## src/rtl/uart_rx_param.sv

```systemverilog
// rtl/uart_rx_param.sv - parametrised UART receiver: internal baud divider, parity, stop-bit and overrun checks
// Optional break detection is compiled in when UART_RX_BREAK_DETECT_EN is defined.
module uart_rx_param #(
  parameter int CLK_HZ    = 48000000,
  parameter int BAUD      = 38400,
  parameter int DATA_BITS = 8,
  parameter int PARITY    = 0,
  parameter int STOP_BITS = 1
) (
  input  logic                 clk,
  input  logic                 rst,
  input  logic                 rx,
  output logic [DATA_BITS-1:0] data_out,
  output logic                 data_valid,
  input  logic                 data_ready,
  output logic                 parity_err,
  output logic                 frame_err,
  output logic                 overrun_err,
  output logic                 break_det,
  output logic                 busy
);

  localparam int BIT_DIV = CLK_HZ / BAUD;
  localparam int HALF    = BIT_DIV / 2;
  localparam int CW      = $clog2(BIT_DIV + 1);
  localparam int IW      = $clog2(DATA_BITS);

  if (BIT_DIV < 4) begin : g_chk_div
    $error("uart_rx_param: BIT_DIV must be at least 4");
  end
  if (DATA_BITS < 5 || DATA_BITS > 9) begin : g_chk_bits
    $error("uart_rx_param: DATA_BITS must be 5..9");
  end
  if (PARITY < 0 || PARITY > 2) begin : g_chk_par
    $error("uart_rx_param: PARITY must be 0, 1 or 2");
  end
  if (STOP_BITS < 1 || STOP_BITS > 2) begin : g_chk_stop
    $error("uart_rx_param: STOP_BITS must be 1 or 2");
  end

  typedef enum logic [2:0] {
    S_IDLE, S_START, S_DATA, S_PARITY, S_STOP, S_BREAK
  } state_t;

  state_t                 state, state_next;
  logic                   rx_s1, rx_s2, rx_d;
  logic                   fall;
  logic [CW-1:0]          cnt;
  logic                   tick;
  logic                   cnt_load, cnt_half;
  logic                   frame_done, done_q;
  logic [IW-1:0]          idx;
  logic [DATA_BITS-1:0]   shift;
  logic                   pbit;
  logic                   stop_idx;
  logic                   stop_last;
  logic                   stop_err;
  logic                   perr_calc;
  logic                   brk_cond;

  // rx_d is a third stage used only for edge detection on the synchronised line
  always_ff @(posedge clk or posedge rst) begin
    if (rst) begin
      rx_s1 <= 1'b1;
      rx_s2 <= 1'b1;
      rx_d  <= 1'b1;
    end else begin
      rx_s1 <= rx;
      rx_s2 <= rx_s1;
      rx_d  <= rx_s2;
    end
  end

  assign fall      = rx_d & ~rx_s2;
  assign tick      = (cnt == '0);
  assign stop_last = (stop_idx == 1'(STOP_BITS - 1));
  assign busy      = (state != S_IDLE);

  always_ff @(posedge clk or posedge rst) begin
    if (rst) state <= S_IDLE;
    else     state <= state_next;
  end

  always_comb begin
    state_next = state;
    cnt_load   = 1'b0;
    cnt_half   = 1'b0;
    frame_done = 1'b0;
    case (state)
      S_IDLE: begin
        if (fall) begin
          state_next = S_START;
          cnt_load   = 1'b1;
          cnt_half   = 1'b1;
        end
      end
      S_START: begin
        if (tick) begin
          if (rx_s2) begin
            state_next = S_IDLE;
          end else begin
            state_next = S_DATA;
            cnt_load   = 1'b1;
          end
        end
      end
      S_DATA: begin
        if (tick) begin
          cnt_load = 1'b1;
          if (idx == IW'(DATA_BITS - 1))
            state_next = (PARITY != 0) ? S_PARITY : S_STOP;
        end
      end
      S_PARITY: begin
        if (tick) begin
          cnt_load   = 1'b1;
          state_next = S_STOP;
        end
      end
      S_STOP: begin
        if (tick) begin
          if (stop_last) begin
            if (brk_cond) begin
              state_next = S_BREAK;
            end else begin
              state_next = S_IDLE;
              frame_done = 1'b1;
            end
          end else begin
            cnt_load = 1'b1;
          end
        end
      end
      S_BREAK: begin
        if (rx_s2) state_next = S_IDLE;
      end
      default: state_next = S_IDLE;
    endcase
  end

  always_ff @(posedge clk or posedge rst) begin
    if (rst)
      cnt <= '0;
    else if (cnt_load)
      cnt <= cnt_half ? CW'(HALF - 1) : CW'(BIT_DIV - 1);
    else if (cnt != '0)
      cnt <= cnt - CW'(1);
  end

  // Payload shifts in from the top so the first (LSB) bit ends at bit 0
  always_ff @(posedge clk or posedge rst) begin
    if (rst) begin
      idx      <= '0;
      shift    <= '0;
      pbit     <= 1'b0;
      stop_idx <= 1'b0;
      stop_err <= 1'b0;
    end else begin
      if (state == S_START && tick && !rx_s2) begin
        idx      <= '0;
        pbit     <= 1'b0;
        stop_idx <= 1'b0;
        stop_err <= 1'b0;
      end
      if (state == S_DATA && tick) begin
        shift <= {rx_s2, shift[DATA_BITS-1:1]};
        idx   <= idx + IW'(1);
      end
      if (state == S_PARITY && tick)
        pbit <= rx_s2;
      if (state == S_STOP && tick) begin
        stop_idx <= stop_idx + 1'b1;
        if (!rx_s2) stop_err <= 1'b1;
      end
    end
  end

  assign perr_calc = (PARITY != 0) && (((^shift) ^ pbit) != (PARITY == 2));

  // Payload registers are stable for at least half a bit after done, so they are read directly here
  always_ff @(posedge clk or posedge rst) begin
    if (rst) begin
      done_q      <= 1'b0;
      data_out    <= '0;
      data_valid  <= 1'b0;
      parity_err  <= 1'b0;
      frame_err   <= 1'b0;
      overrun_err <= 1'b0;
    end else begin
      done_q <= frame_done;
      if (data_valid && data_ready) begin
        data_valid  <= 1'b0;
        overrun_err <= 1'b0;
      end
      if (done_q) begin
        if (!data_valid || data_ready) begin
          data_out   <= shift;
          parity_err <= perr_calc;
          frame_err  <= stop_err;
          data_valid <= 1'b1;
        end else begin
          overrun_err <= 1'b1;
        end
      end
    end
  end

`ifdef UART_RX_BREAK_DETECT_EN
  logic stop0;

  always_ff @(posedge clk or posedge rst) begin
    if (rst)
      stop0 <= 1'b1;
    else if (state == S_STOP && tick && stop_idx == 1'b0)
      stop0 <= rx_s2;
  end

  assign brk_cond = (shift == '0) && !pbit && !((stop_idx == 1'b0) ? rx_s2 : stop0);

  always_ff @(posedge clk or posedge rst) begin
    if (rst) break_det <= 1'b0;
    else     break_det <= (state == S_STOP) && tick && stop_last && brk_cond;
  end
`else
  assign brk_cond  = 1'b0;
  assign break_det = 1'b0;
`endif

endmodule
```

## config.mk

```make
export PLATFORM = sky130hd
export DESIGN_NAME = uart_rx_param
export DESIGN_NICKNAME = d
export VERILOG_FILES = /design/src/rtl/uart_rx_param.sv
export SDC_FILE = /design/constraint.sdc
export NUM_CORES = 1
export LEC_CHECK = 0
export ABC_CLOCK_PERIOD_IN_PS = 2100
export BUFFER_PORTS_ARGS = -buffer_cell sky130_fd_sc_hd__buf_2
export CAP_MARGIN = 20
export CORE_ASPECT_RATIO = 0.6
export CORE_MARGIN = 1.5
export CORE_UTILIZATION = 50
export DETAILED_ROUTE_END_ITERATION = 16
export PLACE_DENSITY_LB_ADDON = 0.12
export SLEW_MARGIN = 20
export SYNTH_ARGS = -nofsm -noshare
export SYNTH_HDL_FRONTEND = slang
export SYNTH_SLANG_ARGS = --single-unit
```

## constraint.sdc

```tcl
create_clock -name clk -period 2.1 [get_ports clk]
set_input_delay 0 -clock clk [delete_from_list [all_inputs] [get_ports clk]]
set_output_delay 0 -clock clk [all_outputs]
set_load 0.05 [all_outputs]
```

==> reports/results.tsv <==
stage	metric	value	unit
status	status	complete, no violations	
yosys	avgSynthCellArea	11.7	um2
critical_path	setup.worst_path.class	reg2reg	
power	power.total	2.25	mW
global_route	grtUsageMet2	27.7	%
critical_path	cp.arrival	2.16	ns
yosys	synth.most_common_cell	dfrtp_1	
floorplan	die_h	51.8	um
clocking	htree_levels	2	
timing	setup_viol	0	
clocking	cts_tree	built	
clocking	cts_made_buffers	5	
timing	fin_crit_sh	94.5	%
flow_run	cap_violations	0	
detailed_routing	final_antenna_net_count	0	
yosys	netlist-cell-type-count	48	
critical_path	crit_fanout	5	
timing	clock.fmax	0.504	GHz
clocking	root_buffer	clkbuf_8	
global_route	grt.busiest_layer	met1	
power	ir_drop	0.000616	V
critical_path	crit_required	2.27	ns
timing	maxSlewHeadroom	56.2	%
yosys	synth_warnings	0	
min_path	min-delay-path-class	in2reg	
layout	final_cells	239	
detailed_routing	totalWireLength	3680	um
timing	drv_slew	0	
detailed_routing	drc	0	
layout	area_delta_synth_final	14.8	%
yosys	synthFlopType	dfrtp_1	
clocking	clk_pin_slew_worst_paths	0.08	ns
detailed_routing	drtPass1Iterations	4	
timing	hold_violations	0	
yosys	synth_edf_count	0	
placement	dp_hpwl	2580	um
timing	tns	0	ns
timing	rsz0062_at_grt	false	
layout	diodes	0	
yosys	synth.top_cells.by_area	dfrtp_1, mux2_2, dfstp_2	
floorplan	rows	17	
detailed_routing	viasPerCell	5.73	
detailed_routing	drt_iter0_drc	126	
placement	portBuffers	15	
yosys	ys_seq_area_share	53.2	%
layout	nNetsFinal	198	
yosys	async_flop_share	100	%
placement	gp_congestion	0.862	
clocking	cts_setup_buffers	0	
critical_path	worst_setup_path_end_kind	flip-flop	
power	p_per_area	988	nW/um2
global_route	grt_pass1_vias	1342	
timing	layout_min_cycle_time	1.98	ns
global_route	grt-ovfl-total	0	
detailed_routing	vias	1370	
yosys	yosys.area.top_type_share	49.2	%
clocking	clock-sinks	42	
timing	clock_skew	0.00996	ns
clocking	clk_latency	0.29	ns
floorplan	core-area	3740	um2
layout	fillCellCount	316	
yosys	synthCells	169	
floorplan	ioPinCount	18	
global_route	grt_pass1_wl	6480	um
yosys	synth_seq_cells	42	
placement	place_inst	228	
global_route	gr-usage-met1	28.7	%
floorplan	dieArea	4370	um2
yosys	post-synth-top-area-cell	dfrtp_1	
power	power.leakage	1.08	nW
global_route	grt_start_max_net_pins	43	
critical_path	cp-start-kind	flip-flop	
layout	post_route_cells_drive_above_1_share	31.3	%
clocking	cts_buffer_depth	2	
detailed_routing	wl_per_cell	15.4	um
yosys	synth_area	1980	um2
global_route	grt_antenna_before_repair	0	
global_route	track_usage	19.4	%
global_route	use_met3	5.24	%
yosys	synth_common_cells	dfrtp_1, mux2_2, a21oi_1, nor2_1, nand2_1	
floorplan	initial_core_util	53.0	%
timing	worst_pin_slew	0.654	ns
floorplan	dieWidth	84.3	um
-- registers in the layout, summed over array words and instances, names as in the netlist --
name,cells
frame_err,1
done_q,1
shift,8
overrun_err,1
rx_s1,1
rx_d,1
idx,3
data_out,8
stop_err,1
state,3
rx_s2,1
stop_idx,1
data_valid,1
cnt,11
-- worst max-delay path: stages (launching register included) --
cell,delay (ns)
dfrtp_1,0.39
inv_1,0.10
ha_2,0.23
nor4b_4,0.36
nand3_2,0.12
or3_4,0.41
mux2_4,0.26
-- timing repair --
action	CTS	global route
resized for setup	0	6
hold buffers	3	0
endpoints found under the hold margin	42	0
setup endpoints to repair	0	17
-- path summary, 6_finish.rpt --
kind                       cells past startpoint   start           to  slack, ns
min reg2reg                                    0   rx_s1        rx_s2       0.36
max in group asynchronous                      4     rst        rx_s2       1.34
max                                            6  cnt[0]       idx[0]       0.12
min                                            2      rx        rx_s1       0.35
max reg2reg                                    6  cnt[0]       idx[0]       0.12
min in group asynchronous                      4     rst  data_out[2]       0.38
-- where the power goes --
part | total [mW] | internal, mW | switching, mW | leakage, nW
Sequential | 1.08 | 0.922 | 0.162 | 0.546
Clock | 0.653 | 0.388 | 0.265 | 0.0585
Combinational | 0.515 | 0.229 | 0.286 | 0.480
-- stage by stage --
step	hold slack, ns	cell area, um2	setup slack (ns)	util [%]
after floorplan	0.00448	1990	0.208	-
after detailed placement	0.106	2110	0.0855	56.4
after global placement	0.107	2110	0.140	56.4
after global routing	0.331	2280	0.0136	60.8
final	0.347	2280	0.116	60.8
after CTS	0.336	2260	0.0614	60.3
-- placed cells by master (no fill, tap or decap), types with 2 or more instances in the layout --
cell type	n
a22o_1	2
dlygate4sd3_1	3
a211oi_2	2
a21oi_1	11
clkbuf_8	6
xor2_1	3
o32a_1	2
dfstp_2	3
inv_1	4
dfrtp_1	39
mux2_2	17
nor2b_1	5
nor3_1	3
nand2b_1	4
nand3_1	3
nor3_2	2
nand2_1	6
a211oi_1	2
nor3b_1	2
nor2_1	11
a31oi_1	2
and3_1	3
o21ai_0	4
ha_1	2
buf_2	15
buf_4	4
nand3b_1	3
or3_1	2
o22ai_1	2
conb_1	2
-- routing by layer --
metal / vias to the layer above / share of wire (%)
li1: 657 / -
met1: 674 / 53
met2: 31 / 41
met3: 8 / 4.5
met4: 0 / 1.3
met5: - / 0
-- area by class of cell --
cell class	instances	area [um2]	share of cell area, %
Inverter	4	15.0	0.659
Clock inverter	1	30.0	1.32
Tap cell	47	58.8	2.58
Clock buffer	7	86.3	3.79
Sequential cell	42	1050	46.3
Multi-Input combinational cell	116	897	39.4
Timing Repair Buffer	22	135	5.93
-- kinds of logic after synthesis --
| logic type | share of synthesized area, % |
|---|---|
| compound gates | 11.4 |
| xor+xnor | 1.77 |
| fa+ha+maj | 1.89 |
| buf+inv | 2.90 |
| flops | 53.2 |
| mux | 10.4 |
| other cells | 0.189 |
| simple gates | 18.3 |
No activity file was read; power rests on OpenSTA's default activity.
